--- src/rtl/tc_rr_arbiter4.sv ---
// ----------------------------------------------------------------------------
// tc_rr_arbiter4
//
// Four-way round-robin arbiter with zero-bubble handoff. The granted index is
// presented as {sel1,sel0} so it can drive a 2-to-4 decoder directly.
// "valid" is high while that index names an active grant.
//
// Search order starts one past the last granted requester and wraps 3->0.
// A holder that releases while still requesting therefore lands at the end
// of the order and is only re-granted after every other pending requester.
//
// Optional feature (macro TC_RR_ARBITER4_TIMEOUT_EN):
//   When defined, a 4-bit hold counter limits a continuous grant to 16
//   cycles. The forced release behaves exactly like a voluntary release and
//   produces a one-cycle "timeout" pulse. When undefined, there is no counter,
//   "timeout" is tied low and a grant lasts until it is released.
//
// Parameters:
//   UUID    - component identifier, no functional effect
//   NAME    - component label, no functional effect
//
// Ports:
//   clk          in   single clock, rising edge
//   rst          in   synchronous active-high reset
//   req0..req3   in   request lines from requesters 0..3
//   done         in   current holder releases the grant
//   sel0, sel1   out  registered grant index {sel1,sel0}
//   valid        out  registered, 1 while a grant is active
//   timeout      out  registered one-cycle pulse on forced release
// ----------------------------------------------------------------------------
module tc_rr_arbiter4 #(
    parameter int    UUID = 0,
    parameter string NAME = ""
) (
    input  logic clk,
    input  logic rst,
    input  logic req0,
    input  logic req1,
    input  logic req2,
    input  logic req3,
    input  logic done,
    output logic sel0,
    output logic sel1,
    output logic valid,
    output logic timeout
);

    typedef enum logic {
        IDLE  = 1'b0,
        GRANT = 1'b1
    } state_t;

    state_t     state_reg, state_next;
    logic [1:0] sel_reg, sel_next;
    logic [1:0] last_reg, last_next;

    logic [3:0] req_vec;
    logic [1:0] cand_idx [4];
    logic [3:0] cand_req;

    logic       any_all, any_oth;
    logic [1:0] pick_all, pick_oth;
    logic       holder_req;
    logic       rel_req;
    logic       force_rel;
    logic       rel;

    // Identification parameters carry no function; fold them into a sink.
    logic unused_params;
    assign unused_params = (UUID == 0) ^ (NAME == "");

    assign req_vec = {req3, req2, req1, req0};

    // Candidate gi is the requester at distance gi+1 from LAST. Candidate 3
    // wraps around to LAST itself, which in GRANT is the current holder.
    generate
        for (genvar gi = 0; gi < 4; gi++) begin : g_cand
            assign cand_idx[gi] = last_reg + 2'(gi + 1);
            assign cand_req[gi] = req_vec[cand_idx[gi]];
        end
    endgenerate

    // First requester in search order, over all four candidates (IDLE) and
    // over the three that exclude the current holder (handoff in GRANT).
    // Iterating downward lets the nearest candidate win.
    always_comb begin
        any_all  = 1'b0;
        pick_all = last_reg;
        for (int i = 3; i >= 0; i--) begin
            if (cand_req[i]) begin
                any_all  = 1'b1;
                pick_all = cand_idx[i];
            end
        end
    end

    always_comb begin
        any_oth  = 1'b0;
        pick_oth = last_reg;
        for (int i = 2; i >= 0; i--) begin
            if (cand_req[i]) begin
                any_oth  = 1'b1;
                pick_oth = cand_idx[i];
            end
        end
    end

    // Dropping the request is treated the same as signalling done.
    assign holder_req = req_vec[sel_reg];
    assign rel_req    = done | ~holder_req;

`ifdef TC_RR_ARBITER4_TIMEOUT_EN
    logic [3:0] hold_cnt_reg;
    logic       timeout_reg;

    // Counts consecutive GRANT cycles without a release. Reaching 15 means
    // the grant has already been held for 16 cycles at the next edge.
    assign force_rel = (state_reg == GRANT) && !rel_req && (hold_cnt_reg == 4'd15);

    always_ff @(posedge clk) begin
        if (rst) begin
            hold_cnt_reg <= 4'd0;
            timeout_reg  <= 1'b0;
        end else begin
            if ((state_reg == GRANT) && !rel) begin
                hold_cnt_reg <= hold_cnt_reg + 4'd1;
            end else begin
                // Any release, new grant or idle cycle restarts the count.
                hold_cnt_reg <= 4'd0;
            end
            timeout_reg <= force_rel;
        end
    end

    assign timeout = timeout_reg;
`else
    assign force_rel = 1'b0;
    assign timeout   = 1'b0;
`endif

    assign rel = rel_req | force_rel;

    // State, grant index and pointer registers.
    always_ff @(posedge clk) begin
        if (rst) begin
            state_reg <= IDLE;
            sel_reg   <= 2'd0;
            // LAST=3 makes requester 0 first in line after reset.
            last_reg  <= 2'd3;
        end else begin
            state_reg <= state_next;
            sel_reg   <= sel_next;
            last_reg  <= last_next;
        end
    end

    always_comb begin
        state_next = state_reg;
        sel_next   = sel_reg;
        last_next  = last_reg;
        case (state_reg)
            IDLE: begin
                // done is meaningless without a holder and is not looked at.
                if (any_all) begin
                    state_next = GRANT;
                    sel_next   = pick_all;
                    last_next  = pick_all;
                end
            end
            GRANT: begin
                if (rel) begin
                    if (any_oth) begin
                        // Handoff on the same edge; valid never drops.
                        sel_next  = pick_oth;
                        last_next = pick_oth;
                    end else begin
                        // sel keeps the old index so the decoder input is stable.
                        state_next = IDLE;
                    end
                end
            end
            default: begin
                state_next = IDLE;
            end
        endcase
    end

    assign sel0  = sel_reg[0];
    assign sel1  = sel_reg[1];
    assign valid = (state_reg == GRANT);

endmodule

--- config.mk ---
export PLATFORM = sky130hd
export DESIGN_NAME = tc_rr_arbiter4
export DESIGN_NICKNAME = d
export VERILOG_FILES = /design/src/rtl/tc_rr_arbiter4.sv
export SDC_FILE = /design/constraint.sdc
export NUM_CORES = 1
export LEC_CHECK = 0
export CORE_AREA = 2 2 39 41
export CTS_BUF_LIST = sky130_fd_sc_hd__clkbuf_4 sky130_fd_sc_hd__clkbuf_8
export DETAILED_ROUTE_END_ITERATION = 8
export DIE_AREA = 0 0 41 43
export GPL_ROUTABILITY_DRIVEN = 0
export PLACE_DENSITY = 0.69
export SYNTH_ARGS = -nofsm -noshare
export SYNTH_HDL_FRONTEND = slang
export SYNTH_SLANG_ARGS = --single-unit
--- constraint.sdc ---
create_clock -name clk -period 1.3 [get_ports clk]
set_input_delay 0.26 -clock clk [delete_from_list [all_inputs] [get_ports clk]]
set_output_delay 0.26 -clock clk [all_outputs]
set_load 0.005 [all_outputs]
# After elaboration in Yosys (flattened, before gate mapping)
# Index checks and enable logic that the tools add are counted.
# word_totals
register_bits	5
in_bits	7
# classes
add_sub_neg	3
order_cmp	5
eq_ne	3
muxes	28
bitwise	3
n_reduce_logical	1
# ops
cell	n
2-bit by 3-bit < comparator with 1-bit output (second input constant)	5
1-bit two-way mux	15
2-bit two-way mux	6
1-bit binary-select mux with 2-bit select	5
2-bit adder (second input constant)	2
2-bit by 1-bit != test with 1-bit output (second input constant)	2
2-bit one-hot mux with 2 select lines	1
3-bit AND reduction	1
2-bit by 1-bit adder with 2-bit output (second input constant)	1
2-bit != test (second input constant)	1
1-bit NOT	2
1-bit one-hot mux with 2 select lines	1
1-bit OR	1

# Logic depth before layout (Yosys ltp)
# logic_depth
ltp_word	9
ltp_mapped	5
depth_no_buf	4

# Worst setup path before layout
# Ideal clock, no wire load.
# synth_path
path_kind	reg2reg
start	register sel_reg[1]
end	register last_reg[0]
setup_time_ns	0.072
arrival_ns	1.303
required_ns	1.228
path_slack_ns	-0.074
stages_incl_launch_ff	5
path_buffers	0
cell_sequence	dfxtp_1 > or2b_1 > o221a_4 > a31oi_4 > mux2i_1
# synth_via
elab_chain_len	6
# synth_rtl
element	line_no	text
from (decl)	54	logic [1:0] sel_reg, sel_next;
from (signal assigned)	152	sel_reg <= sel_next;
1-bit binary-select mux with 2-bit select	109	assign holder_req = req_vec[sel_reg];
1-bit two-way mux (implied by the code)	109	
1-bit NOT	110	assign rel_req = done | ~holder_req;
1-bit OR	110	
2-bit by 1-bit != test with 1-bit output (no source line)	n/a	
3-bit AND reduction (no source line)	n/a	
to (signal assigned)	153	last_reg <= last_next;
to (decl)	55	logic [1:0] last_reg, last_next;
# No other way between the ends. The select of a mux whose other input is x is not followed.
# A chain may end at the register's enable or synchronous reset.

# Worst setup path in the final report
# layout_path
start	register sel_reg[1]
end	register last_reg[1]
# The elaborated chain is that of the path after synthesis.

==> impl_metrics.py <==
metrics = {
    "floorplanning": {
        "die-area_um2": 1763,
        "io_pins": 11,
        "die_h_um": 43,
        "start_util": 0.3011,
        "core_um2": 1384,
        "die_w_um": 41,
        "rows": 14,
    },
    "yosys": {
        "synth.avg_cell_area_um2": 7.861,
        "yosys_most_used_dff": "dfxtp_1",
        "ys_seq_area_frac": 0.2402,
        "synth-seq-cells": 5,
        "synth_area_leaders": "dfxtp_1 (24%), mux2i_1 (14%), a21oi_1 (6.0%)",
        "post-synth-top-area-fraction": 0.2402,
        "synth_edf_count": 0,
        "yosys.area.top_type": "dfxtp_1",
        "synth_nets": 60,
        "postSynthCellCount": 53,
        "ys_async_sr_fraction": 0,
        "synth.distinct_cells": 26,
        "ys.warnings.count": 0,
        "synth.cell_area_um2": 416.7,
    },
    "placement": {
        "dpl.hpwl_um": 802.4,
        "pre_cts_ws_ns": -0.4435,
        "dpl_cell_area_um2": 590.6,
        "portBuffers": 9,
    },
    "sta": {
        "clock.fmax_ghz": 0.7068,
        "setup_viol": 4,
        "fin_ws_ns": -0.1148,
        "period_needed_ns": 1.415,
        "fin_worst_skew_ns": 0.003794,
        "rsz0062_at_grt": "yes",
        "drv_slew": 0,
        "timing.final.hold_violations": 0,
        "whs_ns": 0.5042,
        "min_period_over_period": 1.088,
    },
    "global_routing": {
        "track_usage": 0.1398,
        "grt_pass1_wl_um": 1669,
        "grt_max_degree": 10,
        "grt.overflow.total": 0,
        "antenna_found_initial": 0,
        "first_global_vias": 411,
    },
    "cts": {
        "clockBufferDepth": 2,
        "cts_hold_buf": 0,
        "post-cts-setup-buffer-count": 0,
        "insertion_delay_ns": 0.24,
        "h-tree-depth": 1,
        "clk_pin_slew_worst_paths_ns": 0.05,
        "cts_root_buf": "clkbuf_4",
        "cts_tree": "done",
        "cts_made_buffers": 3,
        "cts_sinks": 5,
    },
    "worst_setup_path": {
        "crit_path_start_kind": "flop",
        "cp_max_fo": 4,
        "worstPathRequired_ns": 1.45,
        "cp.arrival_ns": 1.56,
        "worstSetupEndpointType": "flop",
        "startpoint": "sel_reg[1]",
        "r2r_start": "sel_reg[1]",
        "critPathKind": "flop to flop",
    },
    "cells_and_area": {
        "design_area_um2": 628.1,
        "final_common_cell": "buf_4",
        "final_core_util": 0.4539,
        "multi_input_comb_area_um2": 307.8,
        "area_growth_syn_to_layout_pct": 50.75,
        "mostFrequentLayoutCells": "buf_4 (9), dlygate4sd2_1 (8), nand2_1 (6), mux2i_1 (6)",
        "drive_gt1_frac": 0.3243,
        "nets": 82,
        "antenna_cells": 0,
        "ff_latch_area_um2": 107.6,
        "nFillCells": 138,
    },
    "drt": {
        "vias": 446,
        "drt_iter0_markers": 9,
        "antenna_left": 0,
        "via_per_inst": 4.956,
        "drc": 0,
        "drt_pass1_iterations": 4,
        "totalWireLength_um": 1058,
        "wl_per_cell_um": 11.76,
    },
    "worst_hold_path": {
        "min-delay-start": "sel_reg[0]",
        "hold_path.class": "flop to flop",
    },
    "power_and_ir_drop": {
        "ir_drop_uv": 622.8,
        "power_mw": 0.6617,
        "powerDensity_nw_per_um2": 1053,
        "p_leak_nw": 0.2742,
    },
    "status": {
        "violations": "negative setup slack",
        "status": "finished with violations",
    },
    "job": {
        "drv_cap": 0,
    },
}
[cell families after synthesis]
group / after synthesis / share of synthesized area
AO/OA/AOI/OAI: 13 / 0.2583
buffers and inverters: 3 / 0.03903
flip-flops: 5 / 0.2402
multiplexers: 6 / 0.1441
other: 1 / 0.009000
AND/OR/NAND/NOR: 25 / 0.3093
[final timing paths]
| kind | endpoint | slack, ns | cells past startpoint |
|---|---|---|---|
| max | last_reg[1] | -0.11 | 4 |
| min | sel_reg[0] | 0.50 | 2 |
| max reg2reg | last_reg[1] | -0.11 | 4 |
| min reg2reg | sel_reg[0] | 0.50 | 2 |
[final cells by class]
class,instances,share of cell area
inverters,1,0.005976
repair buffers,19,0.2530
multi-input cells,45,0.4900
flip-flops and latches,5,0.1713
well taps,16,0.03187
clock buffers,4,0.04781
[worst max-delay path, stage by stage, from the launching register on]
cell     delay (ns)
dfxtp_2        0.32
or2b_1         0.23
o221a_4        0.28
a31oi_4        0.23
mux2i_1        0.26
[routing by layer]
metal,vias to the layer above,track usage,routed length (um)
met3,4,0.05236,53
met4,0,0.06000,31
met5,-,0,0
met2,16,0.2219,517
met1,194,0.1586,455
li1,232,-,-
[report_power, final]
part / internal, mW / total, mW / switching, mW / leakage, nW
Combinational: 0.140 / 0.246 / 0.106 / 0.213
Sequential: 0.184 / 0.214 / 0.0301 / 0.0425
Clock: 0.137 / 0.202 / 0.0649 / 0.0184
Total: 0.461 / 0.662 / 0.201 / 0.274
[Yosys cell counts (2+ instances only)]
| cell type | count |
|---|---|
| nand2b_1 | 4 |
| a21oi_1 | 5 |
| nand3_1 | 2 |
| nand2_1 | 6 |
| mux2i_1 | 6 |
| o21ai_0 | 2 |
| dfxtp_1 | 5 |
| nor2_1 | 5 |
[per-stage QoR]
| stage | setup TNS, ns | std cells |
|---|---|---|
| after floorplan | -0.01626 | 53 |
| after CTS | -0.4756 | 90 |
| after global placement | -1.917 | 86 |
| final | -0.2240 | 90 |
| after detailed placement | -1.937 | 86 |
| after global routing | -0.5640 | 90 |
[what timing repair did]
item,CTS,global route
pin swaps,2,2
endpoints found under the setup margin,7,4
gates resized for setup,13,2
Note: power is estimated with default switching activity, not from simulation.
